[src/rtl/otp_pad_scheduler_pkg.sv]
// Shared definitions for the one-time-pad scheduler: FSM states and default sizes.
package otp_pad_scheduler_pkg;

  localparam int DEFAULT_SLOTS = 8;
  localparam int DEFAULT_W     = 8;

  typedef enum logic {
    RUN  = 1'b0,
    WIPE = 1'b1
  } state_t;

endpackage

[src/rtl/otp_slot_finder.sv]
// Combinational round-robin search for the first empty pad slot at or after start.
module otp_slot_finder
  import otp_pad_scheduler_pkg::*;
#(
  parameter int SLOTS = DEFAULT_SLOTS
) (
  input  logic [SLOTS-1:0]         full,
  input  logic [$clog2(SLOTS)-1:0] start,
  output logic [$clog2(SLOTS)-1:0] slot,
  output logic                     found
);

  localparam int IW = $clog2(SLOTS);

  logic [IW-1:0] cand;

  // Scan from the farthest offset down so the nearest empty slot wins;
  // SLOTS is a power of two, so the index sum wraps naturally.
  always_comb begin
    slot  = '0;
    found = 1'b0;
    cand  = '0;
    for (int k = SLOTS - 1; k >= 0; k--) begin
      cand = start + IW'(k);
      if (!full[cand]) begin
        slot  = cand;
        found = 1'b1;
      end
    end
  end

endmodule

[src/rtl/otp_pad_scheduler.sv]
// One-time-pad slot scheduler: encrypts into fresh pad slots, decrypts by
// consuming a slot exactly once, and can wipe all slots on request.
module otp_pad_scheduler
  import otp_pad_scheduler_pkg::*;
#(
  parameter int SLOTS = DEFAULT_SLOTS,
  parameter int W     = DEFAULT_W
) (
  input  logic                     clk,
  input  logic                     rst_n,
  input  logic                     enc_valid,
  output logic                     enc_ready,
  input  logic [W-1:0]             enc_data,
  input  logic                     dec_valid,
  output logic                     dec_ready,
  input  logic [$clog2(SLOTS)-1:0] dec_idx,
  input  logic [W-1:0]             dec_data,
  input  logic [W-1:0]             pad_in,
  output logic                     pad_take,
  output logic                     res_valid,
  input  logic                     res_ready,
  output logic [W-1:0]             res_data,
  output logic [$clog2(SLOTS)-1:0] res_idx,
  output logic                     res_dec,
  output logic                     res_err,
  input  logic                     clear,
  output logic [$clog2(SLOTS):0]   free_cnt
);

  localparam int IW = $clog2(SLOTS);
  localparam int CW = IW + 1;
  localparam logic [CW-1:0] SLOTS_CNT = CW'(SLOTS);
  localparam logic [IW-1:0] LAST_IDX  = IW'(SLOTS - 1);

  state_t        state, state_next;
  logic [W-1:0]  mem [SLOTS];
  logic [SLOTS-1:0] full;
  logic [IW-1:0] wr_ptr;
  logic [IW-1:0] wipe_idx;
  logic [IW-1:0] free_slot;
  logic          found;
  logic          prio_dec;
  logic          out_free;
  logic          enc_req, dec_req;
  logic          grant_enc, grant_dec;
  logic          dec_hit;

  otp_slot_finder #(.SLOTS(SLOTS)) u_finder (
    .full  (full),
    .start (wr_ptr),
    .slot  (free_slot),
    .found (found)
  );

  // The output register is free when empty or being drained this cycle.
  assign out_free  = !res_valid || res_ready;
  assign enc_ready = (state == RUN) && out_free && (free_cnt != '0) && !clear;
  assign dec_ready = (state == RUN) && out_free && !clear;

  assign enc_req   = enc_valid && enc_ready;
  assign dec_req   = dec_valid && dec_ready;
  assign grant_dec = dec_req && (!enc_req || prio_dec);
  assign grant_enc = enc_req && found && !grant_dec;
  assign dec_hit   = full[dec_idx];
  assign pad_take  = grant_enc && rst_n;

  always_ff @(posedge clk) begin
    if (!rst_n) state <= RUN;
    else        state <= state_next;
  end

  always_comb begin
    state_next = state;
    case (state)
      RUN:     if (clear) state_next = WIPE;
      WIPE:    if (wipe_idx == LAST_IDX) state_next = RUN;
      default: state_next = RUN;
    endcase
  end

  // Slot storage, allocation pointer, free count, arbitration flag and
  // result register. Grants are impossible during WIPE, so the wipe writes
  // and the grant writes never target the same cycle.
  always_ff @(posedge clk) begin
    if (!rst_n) begin
      for (int i = 0; i < SLOTS; i++) mem[i] <= '0;
      full      <= '0;
      wr_ptr    <= '0;
      wipe_idx  <= '0;
      prio_dec  <= 1'b1;
      free_cnt  <= SLOTS_CNT;
      res_valid <= 1'b0;
      res_data  <= '0;
      res_idx   <= '0;
      res_dec   <= 1'b0;
      res_err   <= 1'b0;
    end else begin
      if (state == WIPE) begin
        mem[wipe_idx]  <= '0;
        full[wipe_idx] <= 1'b0;
        wipe_idx       <= wipe_idx + 1'b1;
        if (wipe_idx == LAST_IDX) begin
          free_cnt <= SLOTS_CNT;
          wr_ptr   <= '0;
        end
      end else begin
        wipe_idx <= '0;
      end

      if (enc_req && dec_req) prio_dec <= !grant_dec;

      if (grant_enc) begin
        mem[free_slot]  <= pad_in;
        full[free_slot] <= 1'b1;
        wr_ptr          <= free_slot + 1'b1;
        free_cnt        <= free_cnt - 1'b1;
      end

      if (grant_dec && dec_hit) begin
        mem[dec_idx]  <= '0;
        full[dec_idx] <= 1'b0;
        free_cnt      <= free_cnt + 1'b1;
      end

      if (grant_enc || grant_dec) begin
        res_valid <= 1'b1;
        res_data  <= grant_enc ? (pad_in ^ enc_data)
                               : (dec_hit ? (mem[dec_idx] ^ dec_data) : '0);
        res_idx   <= grant_enc ? free_slot : dec_idx;
        res_dec   <= grant_dec;
        res_err   <= grant_dec && !dec_hit;
      end else if (res_ready) begin
        res_valid <= 1'b0;
      end
    end
  end

endmodule

[config.mk]
export PLATFORM = sky130hd
export DESIGN_NAME = otp_pad_scheduler
export DESIGN_NICKNAME = d
export VERILOG_FILES = /design/src/rtl/otp_pad_scheduler_pkg.sv /design/src/rtl/otp_slot_finder.sv /design/src/rtl/otp_pad_scheduler.sv
export SDC_FILE = /design/constraint.sdc
export NUM_CORES = 1
export LEC_CHECK = 0
export ABC_CLOCK_PERIOD_IN_PS = 6300
export CORE_MARGIN = 2
export CORE_UTILIZATION = 30
export DETAILED_ROUTE_END_ITERATION = 6
export PLACE_DENSITY_LB_ADDON = 0.08
export SLEW_MARGIN = 20
export SYNTH_ARGS = -nofsm -noshare
export SYNTH_HDL_FRONTEND = slang
export SYNTH_SLANG_ARGS = --single-unit
export TNS_END_PERCENT = 20
[constraint.sdc]
create_clock -name clk -period 6.3 [get_ports clk]
set_clock_uncertainty 0.1 [all_clocks]
set_input_delay 0.63 -clock clk [delete_from_list [all_inputs] [get_ports clk]]
set_output_delay 0.63 -clock clk [all_outputs]
set_load 0.005 [all_outputs]
# Word-level counts from Yosys, hierarchy flattened
# Memories as Yosys holds them, arrays and structs flattened.
# Cells that the tools add are included.
[word_totals]
n_memories = 1
inputBits = 33
regBits = 34
word_cells = 161
mem_bits_rw = 64
[mem_list]
columns = ["memory", "depth", "word_bits", "rd", "rd_ports_with_merged_regs", "write_ports", "line", "rtl"]
rows = [
  ["mem", 8, 8, 1, 0, 8, "otp_pad_scheduler.sv:36", "logic [W-1:0] mem [SLOTS];"],
]
[op_classes]
n_reduce_logical = 36
eq_ne = 1
n_mux = 79
bitwise_logic = 8
order_cmp = 14
addsub = 11
[op_table]
columns = ["op", "n"]
rows = [
  ["two-way mux 8 bit", 10],
  ["two-way mux 3 bit", 15],
  ["less-than comparator 3 x 4 -> 1 bit, second input constant", 11],
  ["two-way mux 1 bit", 37],
  ["binary-select mux 1 bit (select 3 bit)", 9],
  ["OR reduction 8 bit", 3],
  ["bitwise AND 8 bit", 2],
  ["logical AND 1 bit", 16],
  ["two-way mux 4 bit", 4],
  ["NOT 8 bit", 2],
  ["XOR 8 bit", 2],
  ["adder 3 bit, second input constant", 4],
  ["adder 3 x 1 -> 3 bit, second input constant", 3],
  ["demux 1 bit (select 3 bit)", 3],
  ["greater-or-equal comparator 3 x 1 -> 1 bit, second input constant", 3],
  ["bitwise OR 8 bit", 1],
  ["adder 3 x 2 -> 3 bit, second input constant", 2],
  ["AND reduction 2 bit", 3],
  ["nonzero test 2 bit", 3],
  ["nonzero test 3 bit", 2],
  ["zero test 1 bit", 5],
  ["adder 4 x 1 -> 4 bit, second input constant", 1],
  ["nonzero test 4 bit", 1],
  ["subtractor 4 x 1 -> 4 bit, second input constant", 1],
  ["4 further kinds", 6],
]

# Longest topological paths before layout
# Gate-level depths: netlist of run 1.
[logic_depth]
depth_word = 20
depth_mapped = 16
depth_no_buf = 12

# Hierarchy
# A second synthesis of run 1 with hierarchy kept.
[hier_totals]
hier_cells = 592
area_unflattened_um2 = 6178.4
[modules_own_cells]
columns = ["module", "seq_area_each_um2", "cells_each", "instances", "area_each_um2"]
rows = [
  ["otp_pad_scheduler", 2602.5, 471, 1, 5181.2],
  ["otp_slot_finder", 0.0, 121, 1, 997.2],
]

# Least setup slack after synthesis of run 1
# No wires, ideal clock.
[synth_path]
path_type = "flip-flop to flip-flop"
from = "reg wr_ptr[1]"
to = "mem mem[0][0] in the netlist's numbering (enable)"
path_stages_with_launch = 14
setup_slack_ns = 1.790
n_path_buf = 3
setup_time_ns = 0.384
period_less_slack_ns = 4.510
arrival_ns = 4.026
cell_sequence = "dfxtp_1 buf_4 buf_1 inv_1 ha_1 buf_1 mux4_2 mux2i_4 o21ai_0 a41oi_1 o311ai_4 o221ai_2 o21ai_1 o21ai_0"
[synth_lines]
columns = ["item", "line", "rtl"]
rows = [
  ["start, declared", "otp_pad_scheduler.sv:38", "logic [IW-1:0] wr_ptr;"],
  ["start signal, assigned", "otp_pad_scheduler.sv:115", "wr_ptr <= free_slot + 1'b1;"],
  ["end, declared", "otp_pad_scheduler.sv:36", ""],
]

==> results.sh, run 1 <==
export IMPL_cts_sinks=98
export IMPL_yosysUniqueCellTypes=63
export IMPL_die_area_mm2=0.0204
export IMPL_timing_slew_headroom_pct=28.8
export IMPL_yosysTopAreaCellShare_pct=33.2
export IMPL_synth_edf_count=64
export IMPL_placed_cells=857
export IMPL_syn_nets=611
export IMPL_syn_to_final_growth_pct=18.0
export IMPL_drive_gt1_share_pct=12.9
export IMPL_synthAdderAreaFrac_pct=1.73
export IMPL_synthXorXnorAreaFrac_pct=3.18
export IMPL_finalHoldViolCount=0
export IMPL_finalWirelength_mm=18.2
export IMPL_die_h_um=143
export IMPL_fin_setup_tns_ns=0
export IMPL_place_port_buffers=53
export IMPL_drv_cap=0
export IMPL_setup_viol=0
export IMPL_yosys_area_share_simple_pct=16.5
export IMPL_cts_root_buf="clkbuf_16"
export IMPL_hold_path_class="register to register"
export IMPL_cts_tree="built"
export IMPL_slew_viol_final=0
export IMPL_syn_inst=570
export IMPL_cts_reportedPaths_clkPinSlew_ns=0.08
export IMPL_grt_start_max_net_pins=40
export IMPL_min_period_over_period_pct=73.0
export IMPL_worstSetupEndpointType="register"
export IMPL_yosysTopAreaCell="edfxtp_1"
export IMPL_synthArstFlopShare_pct=0
export IMPL_synth_seq_cells=98
export IMPL_viasPerCell=5.33
export IMPL_rsz0062_at_grt="no"
export IMPL_htreeDepth=3
export IMPL_postCtsSetupBuffers=0
export IMPL_cts_repair_resized=0
export IMPL_start_util_pct=30.8
export IMPL_cp_arrival_ns=4.47
export IMPL_cp_max_fo=19
export IMPL_dr_pass1_iters=5
export IMPL_fin_hold_ws_ns=0.400
export IMPL_grt_pass1_wl_mm=27.7
export IMPL_synth_compound_area_share_pct=17.4
export IMPL_yosysSeqAreaShare_pct=44.9
export IMPL_max_slew_worst_pin_slew_ns=1.06
export IMPL_cp_start_kind="register"
export IMPL_cts_hold_buf=0
export IMPL_final_nets=649
export IMPL_antenna_left=0
export IMPL_synth_top_family_by_area="compound AO/OA/AOI/OAI gates"
export IMPL_drt_iter0_drc=377
export IMPL_clkLatencyLatePin_ns=0.35
export IMPL_instances_no_fill=873
export IMPL_status="finished, final reports clean"
export IMPL_post_route_drc_count=0
export IMPL_critPathKind="register to register"
export IMPL_synth_area_leaders="edfxtp_1 33%, dfxtp_1 12%, mux4_2 7.0%"
export IMPL_vias=4651
export IMPL_grt_usage_pct=18.3
export IMPL_gp_congestion=0.844
export IMPL_coreArea_mm2=0.0188
export IMPL_n_antenna_cell=0
export IMPL_ys_warn_count=0
export IMPL_power_density_cell_area_mw_per_mm2=218
export IMPL_crit_required_ns=6.17
export IMPL_muxShareOfSynthArea_pct=12.1
export IMPL_avgSynthCellArea_um2=10.2
export IMPL_irDropWorstVdd_v=0.000141
export IMPL_netlist_area_mm2=0.00579
export IMPL_fmax_mhz=218
export IMPL_grt_overflow=0
export IMPL_io_pins=54
export IMPL_wl_per_cell_um=20.9
export IMPL_finalCriticalPeriod_ns=4.60
export IMPL_grt_pass1_vias=4617
export IMPL_synth_ff_type="edfxtp_1"
export IMPL_antenna_found_initial=0
export IMPL_dp_hpwl_mm=13.2
export IMPL_row_count=50
export IMPL_cellLeakagePower_nw=2.29
export IMPL_fp_dieW_um=143
export IMPL_cts_made_buffers=9
export IMPL_cts_path_max_buffers=2
cell type report:
class	instances	area, um^2
fillers	1910	12000
well taps	260	325
multi-input cells	419	2950
inverters	18	67.6
clock buffers	9	225
clock inverters	7	62.6
repair buffers	62	598
flip-flops and latches	98	2600
where the power goes:
part | internal (mW) | total, mW | switching [mW] | leakage [nW]
logic | 0.0940 | 0.216 | 0.122 | 1.21
registers | 0.709 | 0.728 | 0.0182 | 0.939
clock network | 0.279 | 0.546 | 0.267 | 0.145
total | 1.08 | 1.49 | 0.408 | 2.29
metrics by stage:
stage / instance area [um^2] / power, mW / setup slack, ns / utilization (%)
3_5_place_dp: 6550 / 0.960 / 1.38 / 34.8
6_report: 6830 / 1.49 / 1.70 / 36.3
5_1_grt: 6830 / 1.56 / 1.43 / 36.3
2_1_floorplan: 5790 / 0.868 / 1.79 / -
3_3_place_gp: 6550 / 0.959 / 1.59 / 34.8
4_1_cts: 6830 / 1.51 / 1.60 / 36.3
cell usage in the layout (no fill, tap or decap), drive strengths merged, types with 10 or more instances in the layout:
cell type / count
nor3: 27
mux2: 10
nor2: 85
dfxtp: 34
xor2: 12
nand2: 42
nand3: 14
mux2i: 17
inv: 24
o21ai: 30
edfxtp: 64
clkdlybuf4s50: 53
mux4: 18
a21oi: 31
synthesized netlist by cell type (all sizes together) (4+ instances only):
cell / instances
o21ai: 30
mux2: 10
clkbuf: 19
mux2i: 17
xnor2: 9
a222oi: 6
o221ai: 5
nor2: 85
dfxtp: 34
o211ai: 6
edfxtp: 64
buf: 16
nor3: 27
o22ai: 7
a21oi: 31
o21a: 4
a221oi: 8
nand2: 42
and3: 8
a22o: 4
inv: 18
xor2: 12
nand3: 14
nand2b: 9
mux4: 18
o31ai: 7
a31oi: 6
ha: 8
state kept, by name, summed over array words and instances, names as in the netlist:
signal and count:
res_idx 3, res_dec 1, wr_ptr 3, state 1, res_err 1, free_cnt 4
wipe_idx 3, res_valid 1, prio_dec 1, full 8, mem 64, res_data 8
final timing paths:
check | from | endpoint | slack [ns] | depth (start not counted)
worst max-delay path | wr_ptr[0] | mem[1][5] | 1.70 | 10
worst min-delay path | res_data[0] | res_data[0] | 0.40 | 2
worst min register to register | res_data[0] | res_data[0] | 0.40 | 2
worst max register to register | wr_ptr[0] | mem[1][5] | 1.70 | 10
cells by family (layout without fill, tap and decap cells):
logic type	count (synthesis)	in the layout
DFF	98	98
muxes	45	45
adders and majority gates	8	8
xor gates and xnor gates	21	21
buffers and inverters	53	96
AOI/OAI and AO/OA	141	141
and+or+nand+nor	204	204
per-layer routing:
layer	up-vias	track usage (%)	wire, um
met5	-	0	0
li1	2226	-	-
met2	102	30.7	9070
met3	20	3.69	737
met4	0	5.73	398
met1	2303	23.6	8030
critical path: stages (launching register included):
cell	delay (ns)
dfxtp_1	0.33
inv_1	0.10
ha_1	0.56
mux4_2	0.47
nand4_1	0.17
o211ai_1	0.10
buf_4	0.21
o21bai_1	0.43
a21oi_1	0.30
or2_1	0.52
o21ai_0	0.92
(Power assumes the default switching activity.)
==> run 2: changes to the inputs <==
Settings changed: ABC_CLOCK_PERIOD_IN_PS 6300 to 4000.
Clock period 6.3 ns to 4 ns, I/O delays scaled along.
==> run 2 against run 1 <==
Effect of this change: sequential cell count did not move; non-clock buffer count increased by 24; routed wire length increased by 1.4%; register-to-register slack got worse by 1.5 ns; final cell count up 2.7%; final area rose by 3.3%; die area unchanged; sequential power up 57%; critical endpoint is now pad_take; largest cell class unchanged; largest power group unchanged.
==> results.sh, run 2 (same netlist as run 1, synthesis figures left out) <==
export IMPL_status="finished, final reports clean"
export IMPL_crit_required_ns=3.50
export IMPL_start_util_pct=30.8
export IMPL_irDropWorstVdd_v=0.000204
export IMPL_cts_tree="built"
export IMPL_io_pins=54
export IMPL_top_register="mem"
export IMPL_dr_pass1_iters=5
export IMPL_cts_root_buf="clkbuf_16"
export IMPL_setup_viol=0
export IMPL_die_h_um=143
export IMPL_drt_iter0_drc=306
export IMPL_min_period_over_period_pct=95.6
export IMPL_finalWirelength_mm=18.5
export IMPL_clkLatencyLatePin_ns=0.36
export IMPL_fmax_mhz=262
export IMPL_gp_congestion=0.805
export IMPL_htreeDepth=3
export IMPL_fin_setup_tns_ns=0
export IMPL_worstSetupEndpointType="output pin"
export IMPL_cellLeakagePower_nw=2.42
export IMPL_cts_reportedPaths_clkPinSlew_ns=0.07
export IMPL_coreArea_mm2=0.0188
export IMPL_stdcell_area_mm2=0.00706
export IMPL_hold_depth=2
export IMPL_mostFrequentLayoutCells="76 x nor2_1, 64 x edfxtp_1, 53 x clkdlybuf4s50_1"
export IMPL_grt_overflow=0
export IMPL_cp_arrival_ns=3.32
export IMPL_cp_start_kind="register"
export IMPL_grt_pass1_vias=4847
export IMPL_largestRegisters="mem: 64 flops, full: 8 flops, res_data: 8 flops"
export IMPL_power_density_cell_area_mw_per_mm2=345
export IMPL_slew_viol_final=0
export IMPL_vias=4852
export IMPL_r2r_slack_ns=0.24
export IMPL_largest_reg_flops=64
export IMPL_finalHoldViolCount=0
export IMPL_die_area_mm2=0.0204
export IMPL_antenna_left=0
export IMPL_grt_pass1_wl_mm=28.7
export IMPL_cts_sinks=98
export IMPL_drv_cap=0
export IMPL_r2r_start="wr_ptr[0]"
export IMPL_drive_gt1_share_pct=16.3
export IMPL_row_count=50
export IMPL_r2r_cells=10
export IMPL_reg2reg_to="mem[3][6]"
export IMPL_timing_slew_headroom_pct=49.1
export IMPL_min_from="prio_dec"
export IMPL_grt_start_max_net_pins=40
export IMPL_antenna_found_initial=0
export IMPL_post_dp_cell_area_mm2=0.00674
export IMPL_rsz0062_at_grt="no"
export IMPL_viasPerCell=5.41
export IMPL_hold_end="prio_dec"
export IMPL_layout_cells_most_common="nor2_1"
export IMPL_grt_usage_pct=18.7
export IMPL_finalCriticalPeriod_ns=3.82
export IMPL_n_antenna_cell=0
export IMPL_num_fill_cells=1907
export IMPL_place_port_buffers=53
export IMPL_max_slew_worst_pin_slew_ns=0.759
export IMPL_cts_path_max_buffers=2
export IMPL_cp_max_fo=13
export IMPL_fp_dieW_um=143
export IMPL_cts_made_buffers=9
export IMPL_syn_to_final_growth_pct=21.9
export IMPL_hold_path_class="register to register"
export IMPL_post_route_drc_count=0
export IMPL_final_nets=673
export IMPL_dp_hpwl_mm=13.5
export IMPL_wl_per_cell_um=20.6
export IMPL_critPathKind="register to output pin"
-- run 2: cell type report --
| class | instances | area, um^2 | share of cell area (%) |
|---|---|---|---|
| sequential | 98 | 2600 | 36.9 |
| clock buffer | 10 | 229 | 3.24 |
| multi-input combinational | 419 | 2960 | 41.9 |
| tap | 260 | 325 | 4.61 |
| inverter | 18 | 67.6 | 0.957 |
| timing repair buffer | 86 | 791 | 11.2 |
| clock inverter | 6 | 83.8 | 1.19 |
-- run 2: critical path, stage by stage, from the launching register on --
cell and delay, ns:
dfxtp_1 0.37, inv_1 0.12, ha_2 0.43, mux4_2 0.38
nand4_1 0.13, o211ai_1 0.13, buf_4 0.22, nor2_4 0.22
nand2_1 0.17, inv_2 0.10, buf_4 0.17, clkdlybuf4s50_1 0.53
-- run 2: how the worst max path moves through the flow --
| stage | startpoint | cells after the start | slack (ns) | end |
|---|---|---|---|---|
| finish | wr_ptr[0] | 11 | 0.18 | pad_take |
| global route | wr_ptr[0] | 11 | 0.01 | pad_take |
| CTS | wr_ptr[0] | 11 | 0.11 | pad_take |
| detailed placement | dec_idx[1] | 10 | 0.15 | mem[3][5] |
| global placement | dec_idx[1] | 10 | 0.17 | mem[3][1] |
| floorplan | wr_ptr[1] | 13 | 0.03 | mem[3][0] |
-- run 2: per-layer routing --
metal	share of wire, %	vias up	global-route usage (%)
met3	3.8	24	3.92
met2	50	120	31.4
met5	0	-	0
met4	2.1	0	5.11
met1	44	2435	24.6
li1	-	2273	-
-- run 2: what timing repair did --
action	CTS	global route
hold buffers	0	0
buffers inserted	0	0
setup endpoints to repair	0	1
gates resized for setup	0	1
-- run 2: report_power, final --
part | internal, mW | switching, mW
Combinational | 0.162 | 0.199
Clock | 0.501 | 0.428
Sequential | 1.12 | 0.0269
-- run 2: per-stage QoR --
stage | power, mW | hold slack [ns] | cells | util, % | setup WS [ns]
CTS | 2.46 | 0.407 | 897 | 37.5 | 0.109
global route | 2.54 | 0.449 | 897 | 37.5 | 0.0133
detailed placement | 1.53 | 0.394 | 881 | 35.8 | 0.150
finish | 2.43 | 0.403 | 897 | 37.5 | 0.178
floorplan | 1.37 | 0.370 | 570 | - | 0.0284
global placement | 1.53 | 0.379 | 881 | 35.8 | 0.167
==> run 3: changes to the inputs <==
Settings changed: SYNTH_HIERARCHICAL from default to 1.
==> run 3 against run 2 <==
Effect of this change: combinational power increased by 4%; first-iteration DRC count up 28%; clock-buffer cell count decreased by 1; final cell count up 4.3%; critical path type unchanged; largest power group unchanged.
==> results.sh, run 3 <==
export IMPL_status="finished, final reports clean"
export IMPL_fin_hold_ws_ns=0.401
export IMPL_die_area_mm2=0.0218
export IMPL_grt_start_max_net_pins=36
export IMPL_regArea_mm2=0.00260
export IMPL_clkLatencyLatePin_ns=0.35
export IMPL_fp_dieW_um=148
export IMPL_yosysSeqAreaShare_pct=42.1
export IMPL_yosysTopAreaCellShare_pct=31.1
export IMPL_hold_path_class="register to register"
export IMPL_critPathKind="register to output pin"
export IMPL_drive_gt1_share_pct=18.9
export IMPL_antenna_found_initial=0
export IMPL_power_density_cell_area_mw_per_mm2=315
export IMPL_start_util_pct=30.5
export IMPL_yosys_top_cells_count="64 x edfxtp_1, 62 x and3_1, 49 x nand2_1"
export IMPL_finalCriticalPeriod_ns=3.88
export IMPL_grt_pass1_wl_mm=30.5
export IMPL_layout_cells_most_common="edfxtp_1"
export IMPL_n_antenna_cell=0
export IMPL_path_delay_family="buffers and inverters"
export IMPL_largest_reg_flops=64
export IMPL_fin_setup_tns_ns=0
export IMPL_cellLeakagePower_nw=2.94
export IMPL_grt_usage_pct=18.2
export IMPL_synth_edf_count=64
export IMPL_dp_hpwl_mm=14.0
export IMPL_final_nets=702
export IMPL_cts_root_buf="clkbuf_16"
export IMPL_mostFrequentLayoutCells="64 x edfxtp_1, 62 x and3_1, 53 x clkdlybuf4s50_1"
export IMPL_setup_viol=0
export IMPL_ys_warn_count=6
export IMPL_wl_per_cell_um=20.7
export IMPL_finalWirelength_mm=19.3
export IMPL_synth_seq_cells=98
export IMPL_synthArstFlopShare_pct=0
export IMPL_row_count=52
export IMPL_synth_most_common_cell="edfxtp_1"
export IMPL_io_pins=54
export IMPL_viasPerCell=5.45
export IMPL_crit_required_ns=3.50
export IMPL_drv_cap=0
export IMPL_antenna_left=0
export IMPL_multi_input_area_mm2=0.00343
export IMPL_crit_path_top_delay_cell="clkdlybuf4s50_1"
export IMPL_coreArea_mm2=0.0202
export IMPL_fmax_mhz=258
export IMPL_avgSynthCellArea_um2=10.4
export IMPL_yosysTopAreaCell="edfxtp_1"
export IMPL_cp_arrival_ns=3.38
export IMPL_synth_ff_type="edfxtp_1"
export IMPL_cp_max_fo=24
export IMPL_critPathBufInv=5
export IMPL_synth_area_leaders="edfxtp_1 31%, dfxtp_1 11%, and3_1 6.3%"
export IMPL_critPathMaxStageDelay_ns=0.51
export IMPL_cp_start_kind="register"
export IMPL_slew_viol_final=0
export IMPL_post_route_drc_count=0
export IMPL_htreeDepth=3
export IMPL_cts_sinks=98
export IMPL_netlist_area_mm2=0.00618
export IMPL_crit_chain="buf_6 > ha_2 > buf_4 > inv_1 > a2111oi_1 > nor4_2 > nand3_1 > nand3_2 > nor2_4 > nand2_1 > inv_1 > clkdlybuf4s50_1"
export IMPL_max_slew_worst_pin_slew_ns=0.878
export IMPL_dr_pass1_iters=5
export IMPL_finalHoldViolCount=0
export IMPL_largestRegisters="mem: 64 flops, full: 8 flops, res_data: 8 flops"
export IMPL_cts_path_max_buffers=2
export IMPL_syn_inst=592
export IMPL_min_period_over_period_pct=97.0
export IMPL_yosysUniqueCellTypes=80
export IMPL_cts_tree="built"
export IMPL_syn_to_final_growth_pct=22.8
export IMPL_vias=5098
export IMPL_top_register="mem"
export IMPL_cts_reportedPaths_clkPinSlew_ns=0.07
export IMPL_grt_overflow=0
export IMPL_syn_nets=633
export IMPL_drt_iter0_drc=391
export IMPL_cts_made_buffers=9
export IMPL_irDropWorstVdd_v=0.000195
export IMPL_grt_pass1_vias=5034
export IMPL_p_total_mw=2.39
export IMPL_worstSetupEndpointType="output pin"
export IMPL_timing_slew_headroom_pct=41.5
export IMPL_die_h_um=148
export IMPL_rsz0062_at_grt="yes"
export IMPL_stdcell_area_mm2=0.00759
export IMPL_crit_top_cell="inv_1"
export IMPL_gp_congestion=0.867
export IMPL_place_port_buffers=53
export IMPL_post_dp_cell_area_mm2=0.00722
export IMPL_num_fill_cells=1995
==> run 3: layer usage <==
metal  GRT usage (%)  part of all wire (%)
met1            27.5                    50
met2            26.6                    43
met3            2.53                   5.3
met4            5.82                   1.8
met5               0                     0
==> run 3: stage by stage <==
stage | util, % | instances | worst slack, ns
floorplan | - | 592 | -0.0330
global placement | 35.7 | 919 | 0.106
detailed placement | 35.7 | 919 | 0.0355
CTS | 37.1 | 935 | 0.0190
global route | 37.5 | 936 | -0.192
finish | 37.5 | 936 | 0.119
==> run 3: what timing repair did <==
| item | 4_1_cts | 5_1_grt |
|---|---|---|
| setup endpoints to repair | 1 | 89 |
| cloned | 0 | 0 |
| hold buffers | 0 | 0 |
| pin swaps | 0 | 3 |
| endpoints found under the hold margin | 0 | 0 |
| resized for setup | 3 | 9 |
| buffers inserted | 0 | 1 |
==> run 3: area by class of cell <==
type                    instances  area share (%)
inverters                      15           0.742
repair buffers                 95            11.6
clock inverters                 7           0.759
multi-input cells             442            45.2
well taps                     270            4.45
flip-flops and latches         98            34.3
clock buffers                   9            2.97
==> run 3: logic make-up (layout without fill, tap and decap cells) <==
logic type / Yosys count / in the layout / synth area share, %
XOR/XNOR: 21 / 21 / 2.98
AO/OA/AOI/OAI: 157 / 157 / 19.1
flip-flops: 98 / 98 / 42.1
adder cells (fa/ha/maj): 8 / 8 / 1.62
buffers and inverters: 52 / 126 / 3.99
AND/OR/NAND/NOR: 206 / 206 / 17.9
multiplexers: 50 / 50 / 12.3
==> run 3: final timing paths <==
kind / from / end / slack [ns] / cells after the start
hold reg to reg: wr_ptr[2] / wr_ptr[2] / 0.40 / 2
setup reg to reg: wr_ptr[0] / mem[5][2] / 0.15 / 12
hold / removal: wr_ptr[2] / wr_ptr[2] / 0.40 / 2
setup / recovery: wr_ptr[0] / pad_take / 0.12 / 12
==> run 3: where the power goes <==
part           switching (mW)  leakage [nW]  internal, mW  total, mW
Clock                   0.429         0.136         0.433      0.862
Combinational           0.205          1.87         0.169      0.374
Sequential             0.0270         0.934          1.12       1.15
Total                   0.661          2.94          1.73       2.39
==> run 3: worst min-delay path, delay by kind of cell (launching register included) <==
kind	cells	cell delay (ns)
AOI/OAI and AO/OA	1	0.05
and+or+nand+nor	1	0.07
DFF	1	0.34
